--- config.mk ---
export PLATFORM = sky130hd
export DESIGN_NAME = uart_tx_axis
export DESIGN_NICKNAME = d
export VERILOG_FILES = /design/src/rtl/uart_pkg.sv /design/src/rtl/uart_bit_timer.sv /design/src/rtl/uart_tx_axis.sv
export SDC_FILE = /design/constraint.sdc
export NUM_CORES = 1
export LEC_CHECK = 0
export BUFFER_PORTS_ARGS = -buffer_cell sky130_fd_sc_hd__buf_2
export CORE_MARGIN = 4
export CORE_UTILIZATION = 45
export CTS_BUF_LIST = sky130_fd_sc_hd__clkbuf_4 sky130_fd_sc_hd__clkbuf_8
export DETAILED_ROUTE_END_ITERATION = 16
export PLACE_DENSITY = 0.67
export SYNTH_ARGS = -nofsm -noshare
export SYNTH_HDL_FRONTEND = slang
export SYNTH_SLANG_ARGS = --single-unit
--- constraint.sdc ---
create_clock -name clk -period 1.8 [get_ports clk]
set_input_delay 0.54 -clock clk [delete_from_list [all_inputs] [get_ports clk]]
set_output_delay 0.54 -clock clk [all_outputs]
set_load 0.005 [all_outputs]
--- src/rtl/uart_pkg.sv ---
// Shared definitions for the UART datapath (transmitter now, receiver later).
package uart_pkg;

  typedef enum logic [2:0] {
    ST_IDLE   = 3'd0,
    ST_START  = 3'd1,
    ST_DATA   = 3'd2,
    ST_PARITY = 3'd3,
    ST_STOP   = 3'd4,
    ST_GAP    = 3'd5
  } uart_tx_state_t;

  localparam int PAR_NONE = 0;
  localparam int PAR_EVEN = 1;
  localparam int PAR_ODD  = 2;

endpackage

--- src/rtl/uart_bit_timer.sv ---
// Bit-period timer: counts CLKS_PER_BIT clocks while enabled and flags the last
// cycle of each bit period with a one-cycle bit_done.
module uart_bit_timer #(
  parameter int CLKS_PER_BIT = 16
) (
  input  logic clk,
  input  logic rst,
  input  logic en,
  input  logic clear,
  output logic bit_done
);

  localparam int CW = (CLKS_PER_BIT > 1) ? $clog2(CLKS_PER_BIT) : 1;
  localparam logic [CW-1:0] CNT_LAST = CW'(CLKS_PER_BIT - 1);
  localparam logic [CW-1:0] CNT_ZERO = CW'(0);
  localparam logic [CW-1:0] CNT_ONE  = CW'(1);

  logic [CW-1:0] cnt_q;
  logic [CW-1:0] cnt_d;

  // Next count: clear wins, idle holds at zero, wrap at terminal count.
  always_comb begin
    cnt_d = cnt_q;
    if (clear) begin
      cnt_d = CNT_ZERO;
    end else if (!en) begin
      cnt_d = CNT_ZERO;
    end else if (cnt_q == CNT_LAST) begin
      cnt_d = CNT_ZERO;
    end else begin
      cnt_d = cnt_q + CNT_ONE;
    end
  end

  // Count register.
  always_ff @(posedge clk) begin
    if (rst) begin
      cnt_q <= CNT_ZERO;
    end else begin
      cnt_q <= cnt_d;
    end
  end

  assign bit_done = en && (cnt_q == CNT_LAST);

endmodule

--- src/rtl/uart_tx_axis.sv ---
// AXI-Stream byte sink driving an asynchronous UART frame on tx, with an
// optional idle gap after bytes marked with s_tlast.
module uart_tx_axis
  import uart_pkg::*;
#(
  parameter int DATA_WIDTH   = 8,
  parameter int CLKS_PER_BIT = 16,
  parameter int PARITY       = 0,
  parameter int STOP_BITS    = 1,
  parameter int GAP_BITS     = 0
) (
  input  logic                  clk,
  input  logic                  rst,
  input  logic [DATA_WIDTH-1:0] s_tdata,
  input  logic                  s_tvalid,
  output logic                  s_tready,
  input  logic                  s_tlast,
  output logic                  tx,
  output logic                  busy
);

  if (!(PARITY == PAR_NONE || PARITY == PAR_EVEN || PARITY == PAR_ODD) ||
      !(STOP_BITS == 1 || STOP_BITS == 2) || (CLKS_PER_BIT < 2)) begin : g_param_check
    $error("uart_tx_axis: illegal PARITY, STOP_BITS or CLKS_PER_BIT");
  end

  localparam int MAX_SG = (STOP_BITS > GAP_BITS) ? STOP_BITS : GAP_BITS;
  localparam int MAXB   = (DATA_WIDTH > MAX_SG) ? DATA_WIDTH : MAX_SG;
  localparam int BW     = $clog2(MAXB + 1);

  localparam logic [BW-1:0] BIT_ZERO      = BW'(0);
  localparam logic [BW-1:0] BIT_ONE       = BW'(1);
  localparam logic [BW-1:0] DATA_LAST     = BW'(DATA_WIDTH - 1);
  localparam logic [BW-1:0] STOP_LAST     = BW'(STOP_BITS - 1);
  localparam logic [BW-1:0] GAP_LAST      = BW'(GAP_BITS - 1);

  function automatic logic calc_parity(input logic [DATA_WIDTH-1:0] d);
    logic p;
    p = ^d;
    if (PARITY == PAR_ODD) begin
      p = ~p;
    end else begin
      p = p;
    end
    return p;
  endfunction

  uart_tx_state_t        state_q, state_d;
  logic [BW-1:0]         bit_cnt_q, bit_cnt_d;
  logic [DATA_WIDTH-1:0] shift_q, shift_d;
  logic                  par_q, par_d;
  logic                  last_q, last_d;
  logic                  tx_q, tx_d;
  logic                  tready_q;
  logic                  busy_q;
  logic                  bit_done;

  uart_bit_timer #(
    .CLKS_PER_BIT(CLKS_PER_BIT)
  ) u_bit_timer (
    .clk     (clk),
    .rst     (rst),
    .en      (state_q != ST_IDLE),
    .clear   (state_d != state_q),
    .bit_done(bit_done)
  );

  // Next-state logic, byte capture and bit sequencing.
  always_comb begin
    state_d   = state_q;
    bit_cnt_d = bit_cnt_q;
    shift_d   = shift_q;
    par_d     = par_q;
    last_d    = last_q;
    case (state_q)
      ST_IDLE: begin
        if (s_tvalid && tready_q) begin
          shift_d = s_tdata;
          par_d   = calc_parity(s_tdata);
          last_d  = s_tlast;
          state_d = ST_START;
        end else begin
          state_d = ST_IDLE;
        end
      end
      ST_START: begin
        if (bit_done) begin
          state_d = ST_DATA;
        end else begin
          state_d = ST_START;
        end
      end
      ST_DATA: begin
        if (!bit_done) begin
          state_d = ST_DATA;
        end else if (bit_cnt_q == DATA_LAST) begin
          state_d = (PARITY != PAR_NONE) ? ST_PARITY : ST_STOP;
        end else begin
          bit_cnt_d = bit_cnt_q + BIT_ONE;
          shift_d   = shift_q >> 1;
        end
      end
      ST_PARITY: begin
        if (bit_done) begin
          state_d = ST_STOP;
        end else begin
          state_d = ST_PARITY;
        end
      end
      ST_STOP: begin
        if (!bit_done) begin
          state_d = ST_STOP;
        end else if (bit_cnt_q == STOP_LAST) begin
          state_d = (last_q && (GAP_BITS > 0)) ? ST_GAP : ST_IDLE;
        end else begin
          bit_cnt_d = bit_cnt_q + BIT_ONE;
        end
      end
      ST_GAP: begin
        if (!bit_done) begin
          state_d = ST_GAP;
        end else if (bit_cnt_q == GAP_LAST) begin
          state_d = ST_IDLE;
        end else begin
          bit_cnt_d = bit_cnt_q + BIT_ONE;
        end
      end
      default: begin
        state_d = ST_IDLE;
      end
    endcase
    if (state_d != state_q) begin
      bit_cnt_d = BIT_ZERO;
    end else begin
      bit_cnt_d = bit_cnt_d;
    end
  end

  // Line level decoded from the next state so tx registers in step with the FSM.
  always_comb begin
    tx_d = 1'b1;
    case (state_d)
      ST_START:  tx_d = 1'b0;
      ST_DATA:   tx_d = shift_d[0];
      ST_PARITY: tx_d = par_d;
      default:   tx_d = 1'b1;
    endcase
  end

  // State and output registers.
  always_ff @(posedge clk) begin
    if (rst) begin
      state_q   <= ST_IDLE;
      bit_cnt_q <= BIT_ZERO;
      shift_q   <= {DATA_WIDTH{1'b0}};
      par_q     <= 1'b0;
      last_q    <= 1'b0;
      tx_q      <= 1'b1;
      tready_q  <= 1'b0;
      busy_q    <= 1'b0;
    end else begin
      state_q   <= state_d;
      bit_cnt_q <= bit_cnt_d;
      shift_q   <= shift_d;
      par_q     <= par_d;
      last_q    <= last_d;
      tx_q      <= tx_d;
      tready_q  <= (state_d == ST_IDLE);
      busy_q    <= (state_d != ST_IDLE);
    end
  end

  assign s_tready = tready_q;
  assign tx       = tx_q;
  assign busy     = busy_q;

endmodule

==> impl_metrics.ini <==
[status]
outcome = complete, no violations

[logic_synthesis]
synth-edff-count = 0
ys_types = 43
synthTopCellsByCount = 23 x dfxtp_1, 15 x nor2_1, 9 x xnor2_1
synth.top_cell.area_share_pct = 38.0
netlist_top_cells_area = dfxtp_1 38%, xnor2_1 6.5%, nor2_1 4.6%, a22oi_1 3.7%, a21oi_1 3.3%
syn_nets = 145
ys_warn_count = 0
synth_area_um2 = 1210
synth_seq_cells = 23
syn_area_per_cell_um2 = 9.33
async_reset_ff_share_pct = 0
yosysSeqAreaShare_pct = 38.0
ys.flop_type = dfxtp_1
synth_cells = 130
synth_most_common_cell = dfxtp_1
synth_largest_area_cell = dfxtp_1

[clocking]
clk_pin_slew_ns = 0.13
clk_latency_ns = 0.31
postCtsHoldBufs = 0
cts_sinks = 23
cts_tree = built
cts_buffers = 3
cts-root-buf = clkbuf_4
clock_path_buffers = 2
htree_levels = 1
cts_setup_buffers = 0

[layout]
nets = 173
fillers = 236
drive_gt1_share_pct = 32.5
area_growth_pct = 21.5
antenna_cells = 0
final_util_pct = 58.4

[detailed_routing]
wl_per_cell_um = 13.7
postRouteAntennaNets = 0
drc_errors = 0
drtPass1Iterations = 4
drt_iter0_markers = 25
routed_wl_mm = 2.56
vias = 1023
vias_per_cell = 5.47

[sta]
slew_violations = 0
max_freq_mhz = 559
final.period_utilization_pct = 99.4
finClkSkew_ns = 0.0101
holdWs_ns = 0.463
fin_ws_ns = 0.0114
relSlewSlack_pct = 74.9
hold_viol = 0
finalSetupViolCount = 0
min_period_ns = 1.79
rsz0062_at_grt = true
worstMarginPinSlew_ns = 0.375

[worst_setup_path]
crit_required_ns = 2.00
r2r-start = state_q[0]
critical_path_class = flop to flop
rr_endpoint = tx
cp_max_fo = 11
startpoint_type = flop
r2r_cells = 5
cp-end-kind = flop
rrSetupSlack_ns = 0.01
arrival_ns = 1.98

[placement]
port_buffers = 13
routabilityCongestion = 0.759
dp_hpwl_mm = 1.96
place_ws_ns = -0.0365

[die]
fp-row-count = 18
core-area_um2 = 2520
start_util_pct = 48.1
die_h_um = 59.9
die_area_um2 = 3590
io-pin-count = 15
die_w_um = 59.9

[power_and_ir_drop]
pwr_density_cell_nw_per_um2 = 707
vdd_ir_drop_max_uv = 670
p_leak_nw = 0.559
power.total_mw = 1.04

[global_routing]
grt_max_degree = 15
grt_util_all_layers_pct = 15.3
antenna_found_initial = 0
gr-total-overflow = 0
grt_pass1_wl_mm = 4.23
first_global_vias = 985

[min_path]
min_path_cells = 1
hp-start = u_bit_timer.cnt_q[0]
worstHoldEndpoint = u_bit_timer.cnt_q[0]
worstHoldPathType = flop to flop

[job]
max_cap_violations = 0
[kinds of logic (layout without fill, tap and decap cells)]
group,Yosys count,after routing,synth area share [%]
flops,23,23,38.0
compound gates,32,32,20.9
mux,1,1,0.826
xor+xnor,12,12,8.67
buf+inv,9,36,3.61
fa+ha+maj,3,3,3.10
simple gates,50,50,24.9
[flip-flops by register name, indices dropped and copies added, names as in the netlist]
signal             count
tx                     1
par_q                  1
bit_cnt_q              4
state_q                3
s_tready               1
busy                   1
shift_q                8
u_bit_timer.cnt_q      4
[cell type report]
| type | instances | area [µm²] | area share, % |
|---|---|---|---|
| Sequential cell | 23 | 465 | 31.6 |
| Timing Repair Buffer | 27 | 174 | 11.8 |
| Tap cell | 30 | 37.5 | 2.55 |
| Inverter | 5 | 18.8 | 1.27 |
| Multi-Input combinational cell | 98 | 747 | 50.7 |
| Clock buffer | 4 | 30.0 | 2.04 |
[placed cells by master (no fill, tap or decap), types with 2 or more instances in the layout]
cell type and count:
ha_1 2, nand3_1 4, buf_2 13, inv_1 5, xor2_1 3, nor2_1 15, nor3_1 2, o211ai_1 4
dfxtp_2 4, a21oi_1 8, dfxtp_1 19, and3_1 4, a31oi_1 2, clkbuf_4 4, o21a_1 2, a22oi_1 6
nand3b_1 2, buf_4 13, xnor2_1 9, nand2_1 8
[where the power goes]
part / internal, mW / switching [mW] / total (mW)
registers: 0.541 / 0.0268 / 0.568
logic: 0.103 / 0.111 / 0.214
clock network: 0.102 / 0.156 / 0.258
total: 0.746 / 0.294 / 1.04
[metrics by stage]
step | cells | TNS, ns | cell area (µm²)
finish | 187 | 0 | 1470
global route | 187 | -0.184 | 1470
floorplan | 130 | -0.00716 | 1220
detailed placement | 183 | -0.0365 | 1400
global placement | 183 | -0.0427 | 1400
CTS | 187 | -0.00296 | 1430
[per-layer routing]
metal / GRT usage [%] / vias up / wire, µm
met5: 0 / - / 0
met3: 4.75 / 6 / 115
met1: 18.8 / 472 / 1110
met2: 25.3 / 23 / 1300
met4: 4.75 / 0 / 31
li1: - / 522 / -
[critical path, cell delays in order, from the launching register on]
cell,delay (ns)
dfxtp_1,0.57
nor3_4,0.11
and3_4,0.25
a22o_1,0.29
a2111oi_4,0.33
o211ai_1,0.12
[repair_timing]
item	CTS	global route
cloned	0	0
gates resized for setup	3	10
pin swaps	1	3
endpoints found under the setup margin	3	13
[worst max path at each step]
stage               cells past startpoint            to    startpoint
finish                                  5            tx    state_q[0]
floorplan                               6            tx  bit_cnt_q[1]
global placement                        8  bit_cnt_q[1]  bit_cnt_q[0]
CTS                                     7  bit_cnt_q[2]  bit_cnt_q[1]
global route                            6            tx  bit_cnt_q[0]
detailed placement                      8  bit_cnt_q[1]  bit_cnt_q[0]
Note: power is estimated with default switching activity, not from simulation.
